==> src/rtl/riscv_ctrl_pkg.sv <==
// riscv_ctrl_pkg: opcodes, FSM states, ALU/immediate/mux codes and branch helper for the multicycle control unit
package riscv_ctrl_pkg;
    localparam logic [6:0] OP_LOAD   = 7'b0000011;
    localparam logic [6:0] OP_STORE  = 7'b0100011;
    localparam logic [6:0] OP_RTYPE  = 7'b0110011;
    localparam logic [6:0] OP_ITYPE  = 7'b0010011;
    localparam logic [6:0] OP_BRANCH = 7'b1100011;
    localparam logic [6:0] OP_JAL    = 7'b1101111;
    localparam logic [6:0] OP_JALR   = 7'b1100111;
    localparam logic [6:0] OP_LUI    = 7'b0110111;
    localparam logic [6:0] OP_AUIPC  = 7'b0010111;

    typedef enum logic [3:0] {
        S_FETCH, S_DECODE, S_MEMADR, S_MEMREAD, S_MEMWB, S_MEMWRITE, S_EXECR, S_EXECI,
        S_ALUWB, S_BRANCH, S_JAL, S_JALR, S_LUI, S_AUIPC, S_MULDIV, S_HALT
    } state_e;

    typedef enum logic [1:0] {ALUOP_ADD, ALUOP_SUB, ALUOP_FUNC} alu_op_e;

    localparam logic [3:0] ALU_ADD  = 4'd0;
    localparam logic [3:0] ALU_SUB  = 4'd1;
    localparam logic [3:0] ALU_AND  = 4'd2;
    localparam logic [3:0] ALU_OR   = 4'd3;
    localparam logic [3:0] ALU_XOR  = 4'd4;
    localparam logic [3:0] ALU_SLT  = 4'd5;
    localparam logic [3:0] ALU_SLTU = 4'd6;
    localparam logic [3:0] ALU_SLL  = 4'd7;
    localparam logic [3:0] ALU_SRL  = 4'd8;
    localparam logic [3:0] ALU_SRA  = 4'd9;

    localparam logic [2:0] IMM_I = 3'd0;
    localparam logic [2:0] IMM_S = 3'd1;
    localparam logic [2:0] IMM_B = 3'd2;
    localparam logic [2:0] IMM_J = 3'd3;
    localparam logic [2:0] IMM_U = 3'd4;

    localparam logic [1:0] RES_ALUOUT = 2'b00;
    localparam logic [1:0] RES_MDR    = 2'b01;
    localparam logic [1:0] RES_ALU    = 2'b10;
    localparam logic [1:0] RES_IMM    = 2'b11;

    localparam logic [1:0] SRCA_PC    = 2'b00;
    localparam logic [1:0] SRCA_OLDPC = 2'b01;
    localparam logic [1:0] SRCA_RS1   = 2'b10;

    localparam logic [1:0] SRCB_RS2   = 2'b00;
    localparam logic [1:0] SRCB_IMM   = 2'b01;
    localparam logic [1:0] SRCB_4     = 2'b10;

    // Branch condition from rs1-rs2 flags; func3[0] inverts each base condition
    function automatic logic branch_taken(input logic [2:0] f3, input logic z, input logic n,
                                          input logic v, input logic c);
        return f3[2] ? ((f3[1] ? ~c : (n ^ v)) ^ f3[0]) : (z ^ f3[0]);
    endfunction
endpackage

==> src/rtl/rv_alu_decoder.sv <==
// rv_alu_decoder: maps ALUOp/func3/func7/opcode[5] to the encoded ALU operation
module rv_alu_decoder
    import riscv_ctrl_pkg::*;
(
    input  alu_op_e    i_alu_op,
    input  logic [2:0] i_func3,
    input  logic       i_func7,
    input  logic       i_opcode5,
    output logic [3:0] o_alu_ctrl
);
    // SUB only for R-type with IR[30]; shifts right use IR[30] for both R and I forms
    always_comb begin
        o_alu_ctrl = ALU_ADD;
        if (i_alu_op == ALUOP_SUB) o_alu_ctrl = ALU_SUB;
        else if (i_alu_op == ALUOP_FUNC)
            case (i_func3)
                3'b000: o_alu_ctrl = (i_func7 && i_opcode5) ? ALU_SUB : ALU_ADD;
                3'b001: o_alu_ctrl = ALU_SLL;
                3'b010: o_alu_ctrl = ALU_SLT;
                3'b011: o_alu_ctrl = ALU_SLTU;
                3'b100: o_alu_ctrl = ALU_XOR;
                3'b101: o_alu_ctrl = i_func7 ? ALU_SRA : ALU_SRL;
                3'b110: o_alu_ctrl = ALU_OR;
                3'b111: o_alu_ctrl = ALU_AND;
            endcase
    end
endmodule

==> src/rtl/riscv_mc_ctrl_unit.sv <==
// riscv_mc_ctrl_unit: multicycle RV32I Moore control FSM; RV_MEXT_EN enables the MULDIV path
module riscv_mc_ctrl_unit
    import riscv_ctrl_pkg::*;
#(
    parameter int ALU_CTRL_W = 4,
    parameter int IMM_SRC_W  = 3,
    parameter int MEM_WAIT   = 1
) (
    input  logic                  i_clk,
    input  logic                  i_reset,
    input  logic [6:0]            i_opcode,
    input  logic [2:0]            i_func3,
    input  logic                  i_func7,
    input  logic                  i_func7_0,
    input  logic                  i_zero,
    input  logic                  i_negative,
    input  logic                  i_overflow,
    input  logic                  i_carry,
    input  logic                  i_mem_ready,
    input  logic                  i_md_done,
    output logic                  o_PCWrite,
    output logic                  o_addrSrc,
    output logic                  o_memWrite,
    output logic                  o_IRWrite,
    output logic                  o_regWrite,
    output logic [1:0]            o_resultSrc,
    output logic [1:0]            o_ALUSrcA,
    output logic [1:0]            o_ALUSrcB,
    output logic [ALU_CTRL_W-1:0] o_ALUControl,
    output logic [IMM_SRC_W-1:0]  o_immSrc,
    output logic                  o_md_start,
    output logic                  o_illegal
);
    state_e     r_state, w_next, w_rtype_next;
    logic       r_illegal;
    logic       w_rdy, w_bad_branch, w_md_start, w_md_done;
    logic       w_pc_write, w_addr_src, w_mem_write, w_ir_write, w_reg_write;
    logic [1:0] w_result_src, w_src_a, w_src_b;
    logic [2:0] w_imm_src;
    logic [3:0] w_alu_ctrl;
    alu_op_e    w_alu_op;

    assign w_rdy        = (MEM_WAIT == 0) || i_mem_ready;
    assign w_bad_branch = (i_func3[2:1] == 2'b01);

`ifdef RV_MEXT_EN
    logic r_md_busy;
    // Marks MULDIV cycles after the first so md_start is a single entry pulse
    always_ff @(posedge i_clk)
        r_md_busy <= i_reset ? 1'b0 : (r_state == S_MULDIV) && (w_next == S_MULDIV);
    assign w_md_start   = (r_state == S_MULDIV) && !r_md_busy;
    assign w_md_done    = i_md_done;
    assign w_rtype_next = i_func7_0 ? S_MULDIV : S_EXECR;
`else
    logic w_unused_md_done;
    assign w_unused_md_done = i_md_done;
    assign w_md_start       = 1'b0;
    assign w_md_done        = 1'b0;
    assign w_rtype_next     = i_func7_0 ? S_HALT : S_EXECR;
`endif

    rv_alu_decoder u_alu_dec (
        .i_alu_op  (w_alu_op),
        .i_func3   (i_func3),
        .i_func7   (i_func7),
        .i_opcode5 (i_opcode[5]),
        .o_alu_ctrl(w_alu_ctrl)
    );

    // State register and sticky illegal flag; any entry into HALT is an illegal instruction
    always_ff @(posedge i_clk) begin
        r_state   <= i_reset ? S_FETCH : w_next;
        r_illegal <= i_reset ? 1'b0 : r_illegal || (w_next == S_HALT);
    end

    // Next-state and Moore datapath controls; JALR computes its target then reuses JAL to load PC
    always_comb begin
        w_next       = r_state;
        w_pc_write   = 1'b0;
        w_addr_src   = 1'b0;
        w_mem_write  = 1'b0;
        w_ir_write   = 1'b0;
        w_reg_write  = 1'b0;
        w_result_src = RES_ALUOUT;
        w_src_a      = SRCA_PC;
        w_src_b      = SRCB_RS2;
        w_alu_op     = ALUOP_ADD;
        w_imm_src    = IMM_I;
        case (r_state)
            S_FETCH: begin
                w_src_b      = SRCB_4;
                w_result_src = RES_ALU;
                w_ir_write   = w_rdy;
                w_pc_write   = w_rdy;
                w_next       = w_rdy ? S_DECODE : S_FETCH;
            end
            S_DECODE: begin
                w_src_a   = SRCA_OLDPC;
                w_src_b   = SRCB_IMM;
                w_imm_src = (i_opcode == OP_JAL) ? IMM_J : IMM_B;
                case (i_opcode)
                    OP_LOAD, OP_STORE: w_next = S_MEMADR;
                    OP_RTYPE:          w_next = w_rtype_next;
                    OP_ITYPE:          w_next = S_EXECI;
                    OP_BRANCH:         w_next = S_BRANCH;
                    OP_JAL:            w_next = S_JAL;
                    OP_JALR:           w_next = S_JALR;
                    OP_LUI:            w_next = S_LUI;
                    OP_AUIPC:          w_next = S_AUIPC;
                    default:           w_next = S_HALT;
                endcase
            end
            S_MEMADR: begin
                w_src_a   = SRCA_RS1;
                w_src_b   = SRCB_IMM;
                w_imm_src = i_opcode[5] ? IMM_S : IMM_I;
                w_next    = i_opcode[5] ? S_MEMWRITE : S_MEMREAD;
            end
            S_MEMREAD: begin
                w_addr_src = 1'b1;
                w_next     = w_rdy ? S_MEMWB : S_MEMREAD;
            end
            S_MEMWB: begin
                w_result_src = RES_MDR;
                w_reg_write  = 1'b1;
                w_next       = S_FETCH;
            end
            S_MEMWRITE: begin
                w_addr_src  = 1'b1;
                w_mem_write = 1'b1;
                w_next      = w_rdy ? S_FETCH : S_MEMWRITE;
            end
            S_EXECR: begin
                w_src_a  = SRCA_RS1;
                w_alu_op = ALUOP_FUNC;
                w_next   = S_ALUWB;
            end
            S_EXECI: begin
                w_src_a  = SRCA_RS1;
                w_src_b  = SRCB_IMM;
                w_alu_op = ALUOP_FUNC;
                w_next   = S_ALUWB;
            end
            S_ALUWB: begin
                w_reg_write = 1'b1;
                w_next      = S_FETCH;
            end
            S_BRANCH: begin
                w_src_a    = SRCA_RS1;
                w_alu_op   = ALUOP_SUB;
                w_pc_write = !w_bad_branch && branch_taken(i_func3, i_zero, i_negative, i_overflow, i_carry);
                w_next     = w_bad_branch ? S_HALT : S_FETCH;
            end
            S_JAL: begin
                w_src_a    = SRCA_OLDPC;
                w_src_b    = SRCB_4;
                w_pc_write = 1'b1;
                w_next     = S_ALUWB;
            end
            S_JALR: begin
                w_src_a = SRCA_RS1;
                w_src_b = SRCB_IMM;
                w_next  = S_JAL;
            end
            S_LUI: begin
                w_result_src = RES_IMM;
                w_imm_src    = IMM_U;
                w_reg_write  = 1'b1;
                w_next       = S_FETCH;
            end
            S_AUIPC: begin
                w_src_a   = SRCA_OLDPC;
                w_src_b   = SRCB_IMM;
                w_imm_src = IMM_U;
                w_next    = S_ALUWB;
            end
            S_MULDIV: w_next = w_md_done ? S_ALUWB : S_MULDIV;
            S_HALT:   w_next = S_HALT;
        endcase
    end

    assign o_PCWrite    = w_pc_write && !i_reset;
    assign o_memWrite   = w_mem_write && !i_reset;
    assign o_IRWrite    = w_ir_write && !i_reset;
    assign o_regWrite   = w_reg_write && !i_reset;
    assign o_md_start   = w_md_start && !i_reset;
    assign o_addrSrc    = w_addr_src;
    assign o_resultSrc  = w_result_src;
    assign o_ALUSrcA    = w_src_a;
    assign o_ALUSrcB    = w_src_b;
    assign o_ALUControl = ALU_CTRL_W'(w_alu_ctrl);
    assign o_immSrc     = IMM_SRC_W'(w_imm_src);
    assign o_illegal    = r_illegal;
endmodule

==> config.mk <==
export PLATFORM = sky130hd
export DESIGN_NAME = riscv_mc_ctrl_unit
export DESIGN_NICKNAME = d
export VERILOG_FILES = /design/src/rtl/riscv_ctrl_pkg.sv /design/src/rtl/rv_alu_decoder.sv /design/src/rtl/riscv_mc_ctrl_unit.sv
export SDC_FILE = /design/constraint.sdc
export NUM_CORES = 1
export LEC_CHECK = 0
export ABC_AREA = 1
export CORE_MARGIN = 3
export CORE_UTILIZATION = 60
export DETAILED_ROUTE_END_ITERATION = 12
export DONT_BUFFER_PORTS = 1
export PLACE_DENSITY_LB_ADDON = 0.1
export SLEW_MARGIN = 20
export SYNTH_ARGS = -nofsm -noshare
export SYNTH_HDL_FRONTEND = slang
export SYNTH_SLANG_ARGS = --single-unit
export TNS_END_PERCENT = 100
==> constraint.sdc <==
create_clock -name i_clk -period 1.75 [get_ports i_clk]
set_clock_uncertainty 0.1 [all_clocks]
set_input_delay 0.175 -clock i_clk [delete_from_list [all_inputs] [get_ports i_clk]]
set_output_delay 0.175 -clock i_clk [all_outputs]
set_load 0.01 [all_outputs]
==> results_dict.tcl <==
set metrics [dict create \
    synth_top_area_share_pct 23.7 \
    vias 1011 \
    grt_pass1_wl_mm 3.38 \
    syn-cell-area_um2 807 \
    fillers 105 \
    r2r-end "o_illegal" \
    r2r_cells 9 \
    maxCapViolCount 0 \
    n_antenna_cell 0 \
    grt_use_met1_pct 28.7 \
    setup_slack_ns 0.0380 \
    synthCells 158 \
    period_minus_slack_ns 1.71 \
    yosysMostFrequentCell "nand2_1" \
    clk_path_buf_depth 2 \
    r2r_slack_ns 0.12 \
    fin_crit_sh_pct 97.8 \
    drv_slew 0 \
    path_cells "inv_2 > nor2_4 > inv_2 > nor2_1 > inv_1 > nand2_1 > inv_1 > a21oi_2" \
    seqCellArea_um2 106 \
    grt_max_degree 10 \
    critPathLaunchType "register" \
    power_uw 776 \
    crit_buf_inv 4 \
    ctsHtreeMaxLevel 1 \
    place_ws_ns 0.160 \
    cts-root-buf "clkbuf_4" \
    drive_gt1_share_pct 19.8 \
    fp.dieH_um 42.7 \
    routed_wl_mm 2.21 \
    status "complete, no violations" \
    setup_viol 0 \
    initial_core_util_pct 68.0 \
    timing.rr.start "r_state[3]" \
    avgSynthCellArea_um2 5.11 \
    place_congestion 0.933 \
    cp_max_fo 4 \
    cts_tree "built" \
    cpMaxStageDelayCell "dfxtp_1" \
    grtUsageMet2_pct 39.5 \
    drc 0 \
    critical-path-max-stage-delay_ns 0.42 \
    whs_path_depth 3 \
    arrival_ns 1.44 \
    antenna_found_initial 0 \
    vdd_ir_drop_max_v 0.000678 \
    nets 188 \
    multi_input_area_um2 602 \
    required_ns 1.47 \
    yosysSeqAreaShare_pct 12.4 \
    vias_per_cell 5.59 \
    fmax_mhz 584 \
    first_global_vias 868 \
    rows 12 \
    crit_family "flip-flops" \
    hold_viol 0 \
    async_flop_share_pct 0 \
    die_area_um2 1820 \
    ys_top_cells_by_area "nand2_1 24%, dfxtp_1 12%, nor2_1 12%" \
    synth_ff_type "dfxtp_1" \
    worstSkewPairLatency_ns 0.27 \
    p_leak_uw 0.000490 \
    synth_edf_count 0 \
    ys_seq_elements 5 \
    crit_cells 8 \
    syn-num-nets 178 \
    cts.clk_slew.worst_paths_ns 0.05 \
    p_per_area_nw_per_um2 851 \
    worstHoldStart "i_reset" \
    drtIter0Drc 44 \
    drt.antenna.violating_nets 0 \
    area_growth_pct 13.0 \
    grt_usage_pct 23.7 \
    ioPinCount 40 \
    endpoint "o_PCWrite" \
    clkSinkCount 5 \
    overflow 0 \
    yosysWarningCount 0 \
    crit_start "r_state[3]" \
    post_drt_wl_per_cell_um 12.2 \
    die_w_um 42.7 \
    met3_usage_pct 7.63 \
    cts_buffers 3 \
    holdWs_ns 0.00580 \
    synth_cell_types 24 \
    critical_path_class "register to primary output" \
    hpwl_mm 1.63 \
    grt_busiest_layer "met2" \
    yosysTopAreaCell "nand2_1" \
    core_area_um2 1190 \
    netlist_top_cells_count "51 x nand2_1, 26 x nor2_1, 20 x inv_1, 9 x a21oi_1, 8 x nand3_1" \
    port-buffer-count 0 \
    hp-class "primary input to register" \
    first_pass_iters 4 \
    worstSetupEndpointType "primary output" \
]
-- metrics by stage --
stage / std cells / TNS [ns] / cell area, µm² / util (%)
after floorplan: 158 / 0 / 807 / -
after global placement: 171 / 0 / 813 / 68.6
after detailed placement: 171 / 0 / 813 / 68.6
after CTS: 176 / 0 / 863 / 72.8
after global routing: 181 / -0.0312 / 912 / 76.9
final: 181 / 0 / 912 / 76.9
-- power by group --
part / switching (µW) / internal [µW] / total (µW) / leakage [µW]
clock network: 61.9 / 87.1 / 149 / 0.0000150
registers: 35.4 / 137 / 172 / 0.0000423
logic: 293 / 162 / 455 / 0.000433
total: 390 / 386 / 776 / 0.000490
-- tightest hold or removal path, stage by stage --
cell and delay [ns]:
nor2_1 0.02, nand2_1 0.06, nand2_2 0.05
-- worst min path at each step --
stage,endpoint,slack (ns)
floorplan,r_state[1],0.28
global placement,r_state[3],0.15
detailed placement,r_state[3],0.15
CTS,r_state[0],0.01
global route,r_state[0],0.03
finish,r_state[0],0.006
-- placed cells by master, fill, tap and decap left out, drive strengths merged --
master	instances
a21oi	9
a221o	1
a31oi	1
and3	1
buf	7
clkbuf	4
conb	1
dfxtp	5
dlygate4sd3	1
inv	26
nand2	56
nand3	8
nand4	4
nor2	32
nor3	3
o21ai	5
o31ai	1
xor2	2
-- logic make-up after synthesis --
group,count (synthesis),synth area share (%)
compound gates,17,12.1
xor+xnor,2,2.17
buf+inv,29,15.3
flops,5,12.4
other cells,1,0.465
simple gates,104,57.5
-- per-layer routing --
metal,routed length (µm),vias to the layer above
li1,-,505
met1,839,434
met2,1050,65
met3,274,7
met4,54,0
met5,0,-
-- repair_timing --
item / in CTS / in global routing
hold buffers: 1 / 0
endpoints found under the hold margin: 4 / 0
resized for setup: 3 / 6
setup buffers: 0 / 5
pin swaps: 0 / 4
endpoints found under the setup margin: 2 / 5
-- final cells by class --
| type | count | share of cell area [%] |
|---|---|---|
| Clock buffer | 4 | 2.88 |
| Inverter | 26 | 10.7 |
| Multi-Input combinational cell | 124 | 66.0 |
| Sequential cell | 5 | 11.7 |
| Tap cell | 14 | 1.92 |
| Timing Repair Buffer | 8 | 6.86 |
-- flip-flops by register name (all words and copies together), names as in the netlist --
register,count
o_illegal,1
r_state,4
Note: power is estimated with default switching activity, not from simulation.
